==> src/rtl/modbus_pkg.sv <==
// Shared types and constants for the Modbus RTU poll scheduler.
package modbus_pkg;

  typedef enum logic [2:0] {
    ST_IDLE,
    ST_GAP,
    ST_SEND,
    ST_WAIT_TX,
    ST_WAIT_RX,
    ST_NEXT
  } poll_state_t;

  localparam logic [7:0] MB_FC_READ_HOLDING = 8'h03;
  localparam int         MB_MAX_SLAVE_ID    = 247;

  // Counter width able to hold 0..n-1; never narrower than one bit.
  function automatic int cnt_width(input int n);
    return (n > 1) ? $clog2(n) : 1;
  endfunction

endpackage

==> src/rtl/poll_timer.sv <==
// Loadable down-counter shared by the inter-frame gap and the response timeout.
module poll_timer #(
  parameter int W = 8
) (
  input  logic         clk,
  input  logic         reset,
  input  logic         load,
  input  logic [W-1:0] value,
  output logic         expired
);

  logic [W-1:0] cnt_q, cnt_d;

  // Saturates at zero so expired stays asserted until the next load.
  always_comb begin
    cnt_d = cnt_q;
    if (load) begin
      cnt_d = value;
    end else if (cnt_q != '0) begin
      cnt_d = cnt_q - W'(1);
    end
  end

  always_ff @(posedge clk or posedge reset) begin
    if (reset) begin
      cnt_q <= '0;
    end else begin
      cnt_q <= cnt_d;
    end
  end

  assign expired = (cnt_q == '0);

endmodule

==> src/rtl/modbus_poll_scheduler.sv <==
// Round-robin Modbus RTU read-holding-registers poller with per-slave online map.
// Optional retry support is built when POLL_RETRY_EN is defined.
module modbus_poll_scheduler
  import modbus_pkg::*;
#(
  parameter int NUM_SLAVES     = 4,
  parameter int FIRST_SLAVE_ID = 1,
  parameter int START_REG      = 340,
  parameter int NUM_REGS       = 10,
  parameter int GAP_CYCLES     = 1750,
  parameter int TIMEOUT_CYCLES = 50000,
  parameter int MAX_RETRIES    = 2
) (
  input  logic                  clk,
  input  logic                  reset,
  input  logic                  enable,
  input  logic                  tx_busy,
  input  logic                  rx_done,
  input  logic                  rx_crc_ok,
  input  logic [7:0]            rx_slave_id,
  output logic                  tx_start,
  output logic [7:0]            tx_slave_id,
  output logic [7:0]            tx_func,
  output logic [15:0]           tx_start_reg,
  output logic [15:0]           tx_reg_count,
  output logic [NUM_SLAVES-1:0] slave_online,
  output logic                  err_strb,
  output logic                  cycle_done,
  output logic                  busy
);

  localparam int IW = cnt_width(NUM_SLAVES);
  localparam int GW = cnt_width(GAP_CYCLES);
  localparam int RXW = cnt_width(TIMEOUT_CYCLES);
  localparam int TW = (GW > RXW) ? GW : RXW;

  localparam logic [IW-1:0] LAST_IDX = IW'(NUM_SLAVES - 1);
  localparam logic [TW-1:0] GAP_LOAD = TW'(GAP_CYCLES - 1);
  localparam logic [TW-1:0] RX_LOAD  = TW'(TIMEOUT_CYCLES - 1);
  localparam logic [7:0]    FIRST_ID = 8'(FIRST_SLAVE_ID);

  poll_state_t           state_q, state_d;
  logic [IW-1:0]         idx_q, idx_d;
  logic [7:0]            tx_slave_id_q, tx_slave_id_d;
  logic [NUM_SLAVES-1:0] online_q, online_d;
  logic                  tx_start_q, tx_start_d;
  logic                  err_q, err_d;
  logic                  cycle_done_q, cycle_done_d;
  logic                  busy_q, busy_d;

  logic                  timer_load;
  logic [TW-1:0]         timer_value;
  logic                  timer_expired;
  logic                  rsp_ok;
  logic                  give_up;

`ifdef POLL_RETRY_EN
  localparam int RW = cnt_width(MAX_RETRIES + 1);
  localparam logic [RW-1:0] RETRY_LIMIT = RW'(MAX_RETRIES);

  logic [RW-1:0] retry_q, retry_d;

  always_ff @(posedge clk or posedge reset) begin
    if (reset) begin
      retry_q <= '0;
    end else begin
      retry_q <= retry_d;
    end
  end
`else
  logic unused_max_retries;
  assign unused_max_retries = (MAX_RETRIES != 0);
`endif

  poll_timer #(
    .W(TW)
  ) u_timer (
    .clk    (clk),
    .reset  (reset),
    .load   (timer_load),
    .value  (timer_value),
    .expired(timer_expired)
  );

  // Only a CRC-clean frame from the slave currently addressed counts.
  assign rsp_ok = rx_done && rx_crc_ok && (rx_slave_id == tx_slave_id_q);

  always_comb begin
    state_d      = state_q;
    idx_d        = idx_q;
    online_d     = online_q;
    tx_start_d   = 1'b0;
    err_d        = 1'b0;
    cycle_done_d = 1'b0;
    timer_load   = 1'b0;
    timer_value  = GAP_LOAD;
    give_up      = 1'b0;
`ifdef POLL_RETRY_EN
    retry_d      = retry_q;
`endif

    unique case (state_q)
      ST_IDLE: begin
        if (enable) begin
          state_d    = ST_GAP;
          timer_load = 1'b1;
        end
      end
      ST_GAP: begin
        if (timer_expired) begin
          state_d    = ST_SEND;
          tx_start_d = 1'b1;
        end
      end
      ST_SEND: begin
        state_d = ST_WAIT_TX;
      end
      ST_WAIT_TX: begin
        if (!tx_busy) begin
          state_d     = ST_WAIT_RX;
          timer_load  = 1'b1;
          timer_value = RX_LOAD;
        end
      end
      ST_WAIT_RX: begin
        // A response arriving on the last timeout cycle still counts.
        if (rsp_ok) begin
          online_d[idx_q] = 1'b1;
          state_d         = ST_NEXT;
`ifdef POLL_RETRY_EN
          retry_d         = '0;
`endif
        end else if (timer_expired) begin
`ifdef POLL_RETRY_EN
          if (retry_q < RETRY_LIMIT) begin
            retry_d    = retry_q + RW'(1);
            state_d    = ST_GAP;
            timer_load = 1'b1;
          end else begin
            retry_d = '0;
            give_up = 1'b1;
          end
`else
          give_up = 1'b1;
`endif
        end
        if (give_up) begin
          online_d[idx_q] = 1'b0;
          err_d           = 1'b1;
          state_d         = ST_NEXT;
        end
      end
      ST_NEXT: begin
        if (idx_q == LAST_IDX) begin
          idx_d        = '0;
          cycle_done_d = 1'b1;
          if (enable) begin
            state_d    = ST_GAP;
            timer_load = 1'b1;
          end else begin
            state_d = ST_IDLE;
          end
        end else if (!enable) begin
          // Stop mid-round; the next enable re-polls the same slave.
          state_d = ST_IDLE;
        end else begin
          idx_d      = idx_q + IW'(1);
          state_d    = ST_GAP;
          timer_load = 1'b1;
        end
      end
      default: begin
        state_d = ST_IDLE;
      end
    endcase

    tx_slave_id_d = FIRST_ID + 8'(idx_d);
    busy_d        = (state_d != ST_IDLE);
  end

  always_ff @(posedge clk or posedge reset) begin
    if (reset) begin
      state_q       <= ST_IDLE;
      idx_q         <= '0;
      tx_slave_id_q <= FIRST_ID;
      online_q      <= '0;
      tx_start_q    <= 1'b0;
      err_q         <= 1'b0;
      cycle_done_q  <= 1'b0;
      busy_q        <= 1'b0;
    end else begin
      state_q       <= state_d;
      idx_q         <= idx_d;
      tx_slave_id_q <= tx_slave_id_d;
      online_q      <= online_d;
      tx_start_q    <= tx_start_d;
      err_q         <= err_d;
      cycle_done_q  <= cycle_done_d;
      busy_q        <= busy_d;
    end
  end

  assign tx_start     = tx_start_q;
  assign tx_slave_id  = tx_slave_id_q;
  assign tx_func      = MB_FC_READ_HOLDING;
  assign tx_start_reg = 16'(START_REG);
  assign tx_reg_count = 16'(NUM_REGS);
  assign slave_online = online_q;
  assign err_strb     = err_q;
  assign cycle_done   = cycle_done_q;
  assign busy         = busy_q;

endmodule

==> config.mk <==
export PLATFORM = sky130hd
export DESIGN_NAME = modbus_poll_scheduler
export DESIGN_NICKNAME = d
export VERILOG_FILES = /design/src/rtl/modbus_pkg.sv /design/src/rtl/poll_timer.sv /design/src/rtl/modbus_poll_scheduler.sv
export SDC_FILE = /design/constraint.sdc
export NUM_CORES = 1
export LEC_CHECK = 0
export ABC_AREA = 1
export BUFFER_PORTS_ARGS = -buffer_cell sky130_fd_sc_hd__clkbuf_2
export CORE_MARGIN = 4
export CORE_UTILIZATION = 24
export CTS_CLUSTER_DIAMETER = 40
export CTS_CLUSTER_SIZE = 40
export DETAILED_ROUTE_END_ITERATION = 8
export SYNTH_ARGS = -nofsm -noshare
export SYNTH_HDL_FRONTEND = slang
export SYNTH_HIERARCHICAL = 1
export SYNTH_SLANG_ARGS = --single-unit
export TNS_END_PERCENT = 100
==> constraint.sdc <==
create_clock -name clk -period 1.89 [get_ports clk]
set_input_delay 0.378 -clock clk [delete_from_list [all_inputs] [get_ports clk]]
set_output_delay 0.378 -clock clk [all_outputs]
set_load 0.01 [all_outputs]
==> metrics.md <==
| Metric | Value |
|---|---|
| Worst voltage drop across the vdd grid | `0.000382 V` |
| Fraction of the cycle the final worst path needs | `0.886` |
| Die width | `110 µm` |
| Clock slew at reported path FFs | `70 ps` |
| Die area | `12100 µm²` |
| Top Ports | `70` |
| Number of library cell types mapped by synthesis | `29` |
| Signed area change from the synthesized netlist to the final layout | `10.1%` |
| NetSw | `1.01 mW` |
| Detailed-route wire length | `4870 µm` |
| Slew at the pin closest to its max-slew limit | `664 ps` |
| Initial antenna violation count | `0` |
| Fraction of registers with async set or reset after synthesis | `1.00` |
| Number of endpoints with negative hold slack in the final report | `0` |
| Max Fclk | `0.597 GHz` |
| Endpoint of the worst-slack reg-to-reg timing path | `busy$_DFF_PP0_` |
| Fraction of the yosys area taken by sequential cells | `0.323` |
| Hold WC Path Type | `input port to asynchronous set/reset pin` |
| H-Tree Level Count | `2` |
| Synth area leaders | `dfrtp_1 (31%), buf_4 (14%), nand2_1 (13%), inv_1 (7.7%), nand3_1 (5.6%)` |
| Number of buffers added by the clock tree synthesis step | `5` |
| Number of non-filler instances in the completed layout | `520` |
| TritonCTS clock tree | `yes` |
| Logic gate share of total power | `0.365` |
| Wire length of the first global-routing pass | `8320 µm` |
| Global routing usage summed across all routing layers | `0.0865` |
| Sink Count | `32` |
| Average footprint of a synthesized cell | `7.19 µm²` |
| Starting DRT DRC Count | `87` |
| Critical-path maximum fanout | `7` |
| Critical path depth | `11` |
| Post-Route Utilization | `0.276` |
| GP Congestion | `0.840` |
| Critical register-to-register path startpoint | `u_timer/cnt_q[0]$_DFFE_PP0P_` |
| Unrepaired setup endpoints after global routing | `false` |
| Count of synthesis-stage warnings from yosys | `6` |
| Cell-by-cell trace of the critical path | `inv_2 -> ha_2 -> nand3_4 -> nor2_8 -> nand3_4 -> inv_1 -> inv_1 -> nand4_1 -> nand3_1 -> nor2_2 -> nand3_1` |
| Relative contribution of sequential cells to total power | `0.423` |
| Status | `finished, final reports clean` |
| Std-Cell Rows | `36` |
| Synth area leader | `dfrtp_1` |
| CTS Buffer Depth | `2` |
| HPWL Detailed | `3860 µm` |
| Worst hold margin | `147 ps` |
| Top-area cell type share of the netlist area | `0.312` |
| Clock latency reported for the late side of the worst-skew pair | `290 ps` |
| Cell area after technology mapping | `2490 µm²` |
| Proportion of layout cells with a drive suffix above 1 | `0.178` |
| Pin count of the biggest net entering global routing | `20` |
| Clock power frac | `0.212` |
| P_int | `1.43 mW` |
| Register with the most flip-flops | `u_timer/cnt_q` |
| Number of detailed-route iterations in the first pass | `4` |
| Data required time of the critical path | `2070 ps` |
| Peak per-stage delay on the critical path | `380 ps` |
| Final critical delay including setup and external delays | `1670 ps` |
| WS Path Type | `flop to flop` |
| Number of cells produced by synthesis | `346` |
| Top Family by Delay on Critical Path | `simple AND/OR/NAND/NOR gates` |
| WL per Instance | `9.37 µm` |
| Number of synthesized register bits | `32` |
| Residual DRC | `0` |
| Count of endpoints failing setup in the final report | `0` |
| Number of max-cap violations | `0` |
| Reg2Reg Depth | `11` |
| Vias per std cell | `3.81` |
| Buffers on Ports | `24` |
| Number of vias in the routed layout | `1982` |
| Highest-count cells in the layout ignoring fill and taps | `nand2_1 (89), conb_1 (53), inv_1 (50)` |
| Cell at the slowest stage of the critical path | `dfrtp_1` |
| EDFF count, synth | `0` |
| Post-route antenna net violation count | `0` |
| Critical path arrival | `1850 ps` |
| Net switching fraction of the power | `0.414` |
| LEAKAGE | `1.50 nW` |
| Net total in the final layout | `406` |
| Capturing element type of the critical path | `flop` |
| Predominant post-synthesis flop cell | `dfrtp_1` |
| Power per Cell Area | `893 nW/µm²` |
| Worst R2R Setup Slack | `220 ps` |
| Setup_tns | `0 ps` |
| Count of buffers added by post-CTS timing repair for setup | `0` |
| Library cell used as clock root buffer | `clkbuf_8` |
| Startpoint type of the worst setup path | `flop` |
| Most common library cell in the layout ignoring fill and taps | `nand2_1` |
| Vertical die dimension | `110 µm` |
| Pins Over Slew Limit | `0` |
| Final setup skew | `10.8 ps` |
| Aggregate global routing overflow | `0` |
| Max FFs per register | `16` |
| Via count of the first global-routing pass | `1822` |
| Initial Util | `0.251` |
| Post-Place Cells | `512` |
| Sum of buffers and inverters on the critical path | `3` |
| Worst max-slew margin expressed relative to the limit | `0.557` |
| Number of antenna repair diodes | `0` |
| Standard cell core area | `9910 µm²` |
-- cells in the mapped netlist (4+ instances only) --
master	instances
nor2_2	8
o21ai_0	5
inv_1	51
dfrtp_1	31
nand2_1	89
nand2_2	6
nor2_1	32
nor2_4	5
buf_4	46
nand4_1	4
nand3_1	28
ha_1	6
a21oi_1	5
-- repair_timing --
action,in CTS,in global routing
resized for setup,0,2
hold buffers,0,0
endpoints found under the setup margin,0,2
-- cell type report --
class                   count  area (µm²)
inverters                  52         195
multi-input cells         265        1330
repair buffers             30         165
well taps                 133         166
clock buffers               7        76.3
clock inverters             1        5.00
flip-flops and latches     32         802
fillers                  1111        7170
-- power by group through the flow --
stage / clock network [mW] / registers, mW / logic, mW
2_1_floorplan: 0 / 1.01 / 0.803
3_3_place_gp: 0 / 1.04 / 0.871
3_5_place_dp: 0 / 1.05 / 0.886
4_1_cts: 0.539 / 1.03 / 0.890
5_1_grt: 0.563 / 1.06 / 1.04
6_report: 0.517 / 1.03 / 0.893
-- per-stage QoR --
stage | setup WS (ps) | power, mW | instance area, µm²
after floorplan | 149 | 1.81 | 2680
after CTS | 148 | 2.46 | 2740
final | 216 | 2.44 | 2740
after detailed placement | 160 | 1.93 | 2650
after global placement | 203 | 1.91 | 2650
after global routing | 16.9 | 2.67 | 2740
-- worst max path at each step --
stage | startpoint | end | slack, ps
detailed placement | u_timer/cnt_q[0]$_DFFE_PP0P_ | busy$_DFF_PP0_ | 160
global route | u_timer/cnt_q[0]$_DFFE_PP0P_ | busy$_DFF_PP0_ | 20
floorplan | u_timer/cnt_q[0]$_DFFE_PP0P_ | busy$_DFF_PP0_ | 150
CTS | u_timer/cnt_q[0]$_DFFE_PP0P_ | busy$_DFF_PP0_ | 150
finish | u_timer/cnt_q[0]$_DFFE_PP0P_ | busy$_DFF_PP0_ | 220
global placement | u_timer/cnt_q[0]$_DFFE_PP0P_ | busy$_DFF_PP0_ | 200
-- logic make-up (layout without fill, tap and decap cells) --
family | count (synthesis) | in the layout | synth area share
simple gates | 184 | 184 | 0.367
buf+inv | 100 | 90 | 0.221
flops | 32 | 32 | 0.323
compound gates | 17 | 17 | 0.0377
fa+ha+maj | 6 | 6 | 0.0302
xor+xnor | 5 | 5 | 0.0176
other cells | 2 | 53 | 0.00302
-- layer usage --
| metal | global-route usage | routed length [µm] | vias to the layer above |
|---|---|---|---|
| li1 | - | - | 1035 |
| met2 | 0.136 | 2160 | 55 |
| met5 | 0 | 0 | - |
| met3 | 0.0211 | 294 | 9 |
| met1 | 0.114 | 2350 | 883 |
| met4 | 0.0329 | 68 | 0 |
No activity file was read; power rests on OpenSTA's default activity.
